$ cat src/rtl/multiplier_21bits.sv
// Sequential signed fixed-point multiplier using radix-2 shift-add on magnitudes, then sign fix-up and rescale.
// Optional build macro MULT_SAT_EN: clamp product on overflow instead of wrapping.
module multiplier_21bits #(
    parameter int WIDTH = 21,
    parameter int FRAC  = 0
) (
    input  logic                    clk,
    input  logic                    rst,
    input  logic                    open,
    input  logic signed [WIDTH-1:0] multiplicand,
    input  logic signed [WIDTH-1:0] multiplier,
    output logic                    finish,
    output logic signed [WIDTH-1:0] product,
    output logic                    ovf
);

    localparam int CW = $clog2(WIDTH);
    localparam int AW = 2 * WIDTH;
    localparam logic [CW-1:0] LAST    = CW'(WIDTH - 1);
    localparam logic [AW-1:0] POS_LIM = {{(AW-WIDTH+1){1'b0}}, {(WIDTH-1){1'b1}}};
    localparam logic [AW-1:0] NEG_LIM = POS_LIM + 1'b1;

    typedef enum logic [1:0] {IDLE, CALC, FIX, DONE} state_t;

    state_t                  state, state_nxt;
    logic [WIDTH-1:0]        maga, magb;
    logic                    sign;
    logic [AW-1:0]           acc;
    logic [CW-1:0]           count;
    logic [AW-1:0]           mag_fix;
    logic [WIDTH-1:0]        mag_low;
    logic signed [WIDTH-1:0] res_w, res_out, res_p1;
    logic                    over, ovf_p1, vld_p1;

    // The most negative operand maps to 2^(WIDTH-1), which still fits unsigned.
    function automatic logic [WIDTH-1:0] mag_of(input logic signed [WIDTH-1:0] v);
        return v[WIDTH-1] ? WIDTH'(~v + 1'b1) : WIDTH'(v);
    endfunction

`ifdef MULT_SAT_EN
    function automatic logic signed [WIDTH-1:0] sat_fix(input logic signed [WIDTH-1:0] wrapped,
                                                        input logic neg, input logic over_in);
        if (over_in)
            return neg ? {1'b1, {(WIDTH-1){1'b0}}} : {1'b0, {(WIDTH-1){1'b1}}};
        return wrapped;
    endfunction
`endif

    always_ff @(posedge clk) begin
        if (rst) state <= IDLE;
        else     state <= state_nxt;
    end

    always_comb begin
        state_nxt = state;
        case (state)
            IDLE:    if (open) state_nxt = CALC;
            CALC:    if (count == LAST) state_nxt = FIX;
            FIX:     state_nxt = DONE;
            DONE:    if (!vld_p1 && !open) state_nxt = IDLE;
            default: state_nxt = IDLE;
        endcase
    end

    // Rescale and sign fix-up, registered into the _p1 stage during FIX.
    always_comb begin
        mag_fix = acc >> FRAC;
        mag_low = mag_fix[WIDTH-1:0];
        res_w   = sign ? -mag_low : mag_low;
        over    = sign ? (mag_fix > NEG_LIM) : (mag_fix > POS_LIM);
`ifdef MULT_SAT_EN
        res_out = sat_fix(res_w, sign, over);
`else
        res_out = res_w;
`endif
    end

    always_ff @(posedge clk) begin
        if (rst) begin
            maga    <= '0;
            magb    <= '0;
            sign    <= 1'b0;
            acc     <= '0;
            count   <= '0;
            res_p1  <= '0;
            ovf_p1  <= 1'b0;
            vld_p1  <= 1'b0;
            product <= '0;
            ovf     <= 1'b0;
            finish  <= 1'b0;
        end else begin
            case (state)
                IDLE: if (open) begin
                    maga  <= mag_of(multiplicand);
                    magb  <= mag_of(multiplier);
                    sign  <= multiplicand[WIDTH-1] ^ multiplier[WIDTH-1];
                    acc   <= '0;
                    count <= '0;
                end
                CALC: begin
                    if (magb[count]) acc <= acc + (AW'(maga) << count);
                    count <= count + 1'b1;
                end
                FIX: begin
                    res_p1 <= res_out;
                    ovf_p1 <= over;
                    vld_p1 <= 1'b1;
                end
                // Output stage: publish once, then finish follows the open level.
                DONE: begin
                    if (vld_p1) begin
                        product <= res_p1;
                        ovf     <= ovf_p1;
                        finish  <= 1'b1;
                        vld_p1  <= 1'b0;
                    end else if (!open) begin
                        finish  <= 1'b0;
                    end
                end
                default: ;
            endcase
        end
    end

endmodule

$ cat config.mk
export PLATFORM = sky130hd
export DESIGN_NAME = multiplier_21bits
export DESIGN_NICKNAME = d
export VERILOG_FILES = /design/src/rtl/multiplier_21bits.sv
export SDC_FILE = /design/constraint.sdc
export NUM_CORES = 1
export LEC_CHECK = 0
export BUFFER_PORTS_ARGS = -buffer_cell sky130_fd_sc_hd__buf_4
export CORE_MARGIN = 2
export CORE_UTILIZATION = 56
export DETAILED_ROUTE_END_ITERATION = 16
export PLACE_DENSITY = 0.81
export SLEW_MARGIN = 20
export SYNTH_ARGS = -nofsm -noshare
export SYNTH_HDL_FRONTEND = slang
export SYNTH_SLANG_ARGS = --single-unit
$ cat constraint.sdc
create_clock -name clk -period 8.3 [get_ports clk]
set_input_delay 0.415 -clock clk [delete_from_list [all_inputs] [get_ports clk]]
set_output_delay 0.415 -clock clk [all_outputs]
set_load 0.05 [all_outputs]
==> results of run 1 <==
-- metal layers --
layer | vias to the layer above | part of all wire, % | track usage (%)
met5 | - | 0 | 0
met4 | 0 | 2.5 | 8.56
met3 | 52 | 6.1 | 5.46
met2 | 265 | 47 | 46.2
met1 | 4177 | 44 | 33.8
li1 | 4494 | - | -
-- kinds of logic (layout without fill, tap and decap cells) --
group,after synthesis,count (layout),share of synthesized area (%)
XOR/XNOR,87,87,7.93
adder cells (fa/ha/maj),51,51,6.65
AND/OR/NAND/NOR,438,438,20.2
AO/OA/AOI/OAI,362,362,24.6
multiplexers,66,66,7.80
flip-flops,138,138,28.5
buffers and inverters,104,134,4.32
-- flip-flops by register name (all words and copies together), names as in the netlist --
| name | count |
|---|---|
| acc | 42 |
| sign | 1 |
| product | 21 |
| count | 5 |
| res_p1 | 21 |
| maga | 21 |
| vld_p1 | 1 |
| finish | 1 |
| magb | 21 |
| state | 2 |
| ovf_p1 | 1 |
| ovf | 1 |
-- area by class of cell --
class	count	area share, %
sequential	138	25.6
tap	225	2.61
inverter	29	1.01
clock buffer	21	4.26
clock inverter	11	1.05
timing repair buffer	73	5.07
multi-input combinational	1004	60.4
-- stage by stage --
| stage | std cells | cell area (sq um) | hold slack, ns | util, % |
|---|---|---|---|---|
| finish | 1501 | 10800 | 0.253 | 63.1 |
| global route | 1501 | 10800 | 0.286 | 63.1 |
| CTS | 1501 | 10800 | 0.252 | 63.1 |
| detailed placement | 1469 | 10200 | 0.443 | 59.8 |
| global placement | 1469 | 10200 | 0.438 | 59.8 |
| floorplan | 1246 | 9710 | 0.429 | - |
-- power groups by stage --
stage               sequential (mW)  clock (mW)  combinational, mW
floorplan                     0.832           0              0.847
global placement              0.863           0               1.05
detailed placement            0.867           0               1.07
CTS                           0.854       0.740               1.08
global route                  0.868       0.774               1.20
finish                        0.855       0.734               1.09
-- worst reg2reg max path: stages, from the launching register on --
cell and delay [ns]:
dfxtp_1 0.89, inv_1 0.64, mux4_2 0.64, o21ai_0 0.25, o22ai_1 0.14, ha_1 0.43
nand2_1 0.11, nor3_1 0.21, and3_1 0.26, a22o_1 0.20, a21oi_4 0.05, o21ai_2 0.24
o211ai_2 0.13, a31oi_1 0.23, o21ai_0 0.12, a32o_1 0.27
-- worst paths after layout --
kind                                 startpoint    endpoint  slack, ns
worst max-delay path                   count[2]     acc[33]       3.35
worst min register to register        res_p1[9]  product[9]       0.45
worst max register to register         count[2]     acc[33]       3.35
worst min-delay path            multiplicand[0]     maga[0]       0.25
-- cell usage after synthesis, types with 18 or more instances --
master      n
nand2_1   154
xor2_1     60
a21oi_1   100
a22oi_1    18
mux2i_1    43
nor2_1    157
a211oi_1   48
inv_1      27
nand3_1    21
o21ai_0    59
ha_1       50
xnor2_1    26
clkbuf_1   52
dfxtp_1   138
o21ai_1    19
a21o_1     28
==> results_dict.tcl, run 1 <==
set metrics [dict create \
    status "finished clean" \
    clock_path_buffers 2 \
    final_common_cell "nor2_1" \
    yosysWarnings 0 \
    syn_area_per_cell_sq_um 7.79 \
    report.power.total_mw 2.68 \
    r2r_cells 15 \
    p_comb_share_pct 40.6 \
    std_cell_rows 48 \
    synth-edff-count 0 \
    cts.htree.levels 4 \
    drtPass1Iterations 9 \
    fp.dieW_um 136 \
    wl_per_cell_um 16.0 \
    clkSinkCount 138 \
    post_cts_buffers 0 \
    core_area_sq_mm 0.0171 \
    critPathKind "reg2reg" \
    multiInputGateArea_sq_mm 0.00653 \
    worst_path_dominant_cell_family "compound AO/OA/AOI/OAI gates" \
    avgViaCountPerCell 5.99 \
    antenna_found_initial 0 \
    start_util_pct 56.7 \
    finalSetupViolCount 0 \
    wirelength_um 24000 \
    critPathMostFrequentCell "o21ai_0" \
    switching_share_pct 40.2 \
    max-cap-violations 0 \
    die_area_sq_mm 0.0184 \
    power_density_mw_per_mm2 248 \
    worst_ep_required_time_ns 8.62 \
    drcViolationCount 0 \
    tightest_slew_ns 0.917 \
    grt_max_degree 80 \
    syn2layout_area_growth_pct 11.3 \
    p_leak_nw 4.41 \
    netlist_area_sq_mm 0.00971 \
    ys_seq_elements 138 \
    p_clk_share_pct 27.4 \
    ys_types 82 \
    cp-end-kind "flip-flop" \
    clock_latency_ns 0.43 \
    hold_viol 0 \
    critPathMaxStageDelay_ns 0.89 \
    ant_nets 0 \
    timing.final.ws_setup_ns 3.35 \
    ios 68 \
    grt-ovfl-total 0 \
    die_h_um 136 \
    crit_buf_inv 1 \
    cts_tree "built" \
    syn-num-nets 1342 \
    gp_congestion 0.956 \
    async_flop_share_pct 0 \
    cts-root-buf "clkbuf_16" \
    drt_iter0_drc 696 \
    min_path_type "in2reg" \
    ys.flop_type "dfxtp_1" \
    rsz0062_at_grt "false" \
    fmax_ghz 0.202 \
    place_hpwl_um 17600 \
    path_depth 15 \
    setup.worst_path.start_class "flip-flop" \
    path_max_fanout 23 \
    via_count 8988 \
    period_needed_ns 4.95 \
    hold_path_depth 3 \
    grt_pass1_vias 8436 \
    pre_cts_ws_ns 3.57 \
    fillCellCount 1527 \
    netlist.area_leader.share_pct 28.5 \
    ys_seq_area_share_pct 28.5 \
    cpMaxStageDelayCell "dfxtp_1" \
    cts_resized 0 \
    finalClockSkew_ns 0.00837 \
    track_usage_pct 26.9 \
    slew_headroom_pct 38.8 \
    fin_nets 1359 \
    diodes 0 \
    synthTopCellsByArea "dfxtp_1 (28%), ha_1 (6.4%), nor2_1 (6.1%)" \
    drive_gt1_share_pct 12.2 \
    switching_power_mw 1.08 \
    yosys.area.top_type "dfxtp_1" \
    cts.clk_slew.worst_paths_ns 0.06 \
    crit_chain "inv_1, mux4_2, o21ai_0, o22ai_1, ha_1, nand2_1, nor3_1, and3_1, a22o_1, a21oi_4, o21ai_2, o211ai_2, a31oi_1, o21ai_0, a32o_1" \
    numCtsBuffers 17 \
    regArea_sq_mm 0.00276 \
    fin_crit_sh_pct 59.6 \
    ir_drop_mv 0.169 \
    grt_pass1_wl_um 40200 \
    synth_cells 1246 \
    layout_common_cells "nor2_1 (157), nand2_1 (154), dfxtp_1 (138), a21oi_1 (100), buf_4 (73)" \
    slew_violations 0 \
    power.internal_mw 1.60 \
    arrival_ns 5.27 \
    postCtsHoldBufs 0 \
    p_seq_share_pct 31.9 \
    setup_tns_ns 0 \
    io_buffer_count 67 \
]
Note: power is estimated with default switching activity, not from simulation.
==> run 2: changes to the inputs <==
--- a/config.mk
+++ b/config.mk
@@ -9,7 +9,7 @@
 export CORE_MARGIN = 2
 export CORE_UTILIZATION = 56
 export DETAILED_ROUTE_END_ITERATION = 16
-export PLACE_DENSITY = 0.81
+export PLACE_DENSITY = 0.84
 export SLEW_MARGIN = 20
 export SYNTH_ARGS = -nofsm -noshare
 export SYNTH_HDL_FRONTEND = slang
==> constraint.sdc (replaced) <==
create_clock -name clk -period 4.4 [get_ports clk]
set_input_delay 0.22 -clock clk [delete_from_list [all_inputs] [get_ports clk]]
set_output_delay 0.22 -clock clk [all_outputs]
set_load 0.05 [all_outputs]
==> results_dict.tcl, run 2 (synthesis gave the netlist of run 1 again) <==
set metrics [dict create \
    critPathMaxStageDelay_ns 0.45 \
    cp-end-kind "flip-flop" \
    track_usage_pct 27.7 \
    r2r_cells 18 \
    diodes 0 \
    io_buffer_count 67 \
    fp.dieW_um 136 \
    slew_violations 0 \
    drcViolationCount 0 \
    critPathKind "reg2reg" \
    fin_nets 1377 \
    max-cap-violations 0 \
    min_path_type "in2reg" \
    fillCellCount 1467 \
    cpMaxStageDelayCell "dfxtp_1" \
    largest_reg_flops 42 \
    start_util_pct 56.7 \
    drtPass1Iterations 5 \
    clkSinkCount 138 \
    rsz0062_at_grt "true" \
    ant_nets 0 \
    cts.htree.levels 4 \
    drive_gt1_share_pct 13.8 \
    finalClockSkew_ns 0.0110 \
    fmax_ghz 0.241 \
    status "finished clean" \
    fin_crit_sh_pct 94.3 \
    finalSetupViolCount 0 \
    timing.final.ws_setup_ns 0.252 \
    cts_tree "built" \
    numCtsBuffers 17 \
    p_leak_nw 4.52 \
    power_density_mw_per_mm2 481 \
    gp_congestion 0.956 \
    hold_path_depth 3 \
    wirelength_um 24800 \
    std_cell_rows 48 \
    syn2layout_area_growth_pct 13.6 \
    arrival_ns 4.48 \
    antenna_found_initial 1 \
    pre_cts_ws_ns 0.173 \
    worstHoldStart "multiplier[0]" \
    min_to "magb[0]" \
    r2r_slack_ns 0.25 \
    wl_per_cell_um 16.3 \
    worst_ep_required_time_ns 4.73 \
    crit_chain "clkinvlp_4, buf_4, nand2_1, o21ai_1, mux2i_1, o21ai_1, o22ai_2, ha_1, a21oi_1, o21ai_0, a31oi_1, nor2_1, a31oi_4, o21ai_2, o211ai_2, a31oi_1, or3_1, a32o_1" \
    final_common_cell "nor2_1" \
    grt-ovfl-total 0 \
    cts-root-buf "clkbuf_16" \
    grt_pass1_wl_um 41100 \
    r2r-start "count[0]" \
    place_hpwl_um 18100 \
    path_max_fanout 16 \
    setup_tns_ns 0 \
    cts.clk_slew.worst_paths_ns 0.07 \
    setup.worst_path.start_class "flip-flop" \
    via_count 9127 \
    grt_pass1_vias 8584 \
    clock_path_buffers 2 \
    holdWs_ns 0.0718 \
    drt_iter0_drc 581 \
    slew_headroom_pct 31.3 \
    postCtsHoldBufs 0 \
    worstReg2RegEnd "acc[33]" \
    grt_max_degree 80 \
    die_h_um 136 \
    die_area_sq_mm 0.0184 \
    layout_common_cells "nor2_1 (157), nand2_1 (154), dfxtp_1 (137), a21oi_1 (100), buf_4 (89)" \
    top_register "acc" \
    ios 68 \
    clock_latency_ns 0.43 \
    core_area_sq_mm 0.0171 \
    period_needed_ns 4.15 \
    avgViaCountPerCell 6.01 \
    hold_viol 0 \
    tightest_slew_ns 1.03 \
    ir_drop_mv 0.342 \
]
run 2: how the worst max path moves through the flow:
stage	start	end	slack (ns)
final	count[0]	acc[33]	0.25
after global routing	count[0]	acc[33]	-0.01
after global placement	count[0]	acc[33]	0.24
after detailed placement	count[0]	acc[35]	0.17
after CTS	count[1]	acc[38]	0.10
after floorplan	count[1]	acc[33]	0.37
run 2: layer usage:
metal  vias to the layer above  share of wire, %  GRT usage [%]
met5                         -             0.052              0
met1                      4263                44           35.3
met4                         2               2.4           9.84
li1                       4533                 -              -
met3                        49               5.7           4.60
met2                       280                47           47.4
run 2: repair_timing:
action / 4_1_cts / 5_1_grt
endpoints found under the hold margin: 0 / 0
resized for setup: 0 / 10
buffers inserted: 0 / 0
endpoints found under the setup margin: 0 / 13
run 2: worst max-delay path, delay by kind of cell, from the launching register on:
kind	cells	cell delay [ns]
AO/OA/AOI/OAI	11	1.98
adder cells (fa/ha/maj)	1	0.35
buffers and inverters	2	0.55
flip-flops	1	0.45
multiplexers	1	0.23
AND/OR/NAND/NOR	3	0.49
run 2: metrics by stage:
stage | power (mW) | cell area, sq um | std cells | util [%]
4_1_cts | 5.27 | 11000 | 1519 | 64.2
3_5_place_dp | 3.72 | 10400 | 1487 | 60.5
6_report | 5.30 | 11000 | 1519 | 64.4
2_1_floorplan | 3.17 | 9710 | 1246 | -
5_1_grt | 5.61 | 11000 | 1519 | 64.4
3_3_place_gp | 3.68 | 10400 | 1487 | 60.5
run 2: area by class of cell:
type | count | area (sq um) | area share (%)
Clock inverter | 13 | 191 | 1.74
Clock buffer | 19 | 433 | 3.93
Timing Repair Buffer | 91 | 694 | 6.30
Tap cell | 225 | 282 | 2.55
Inverter | 29 | 113 | 1.02
Multi-Input combinational cell | 1004 | 6550 | 59.4
Sequential cell | 138 | 2760 | 25.1
run 2: power breakdown:
part           switching [mW]  total, mW  internal [mW]
sequential              0.171       1.62           1.45
clock                   0.583       1.54          0.954
combinational            1.33       2.15          0.816
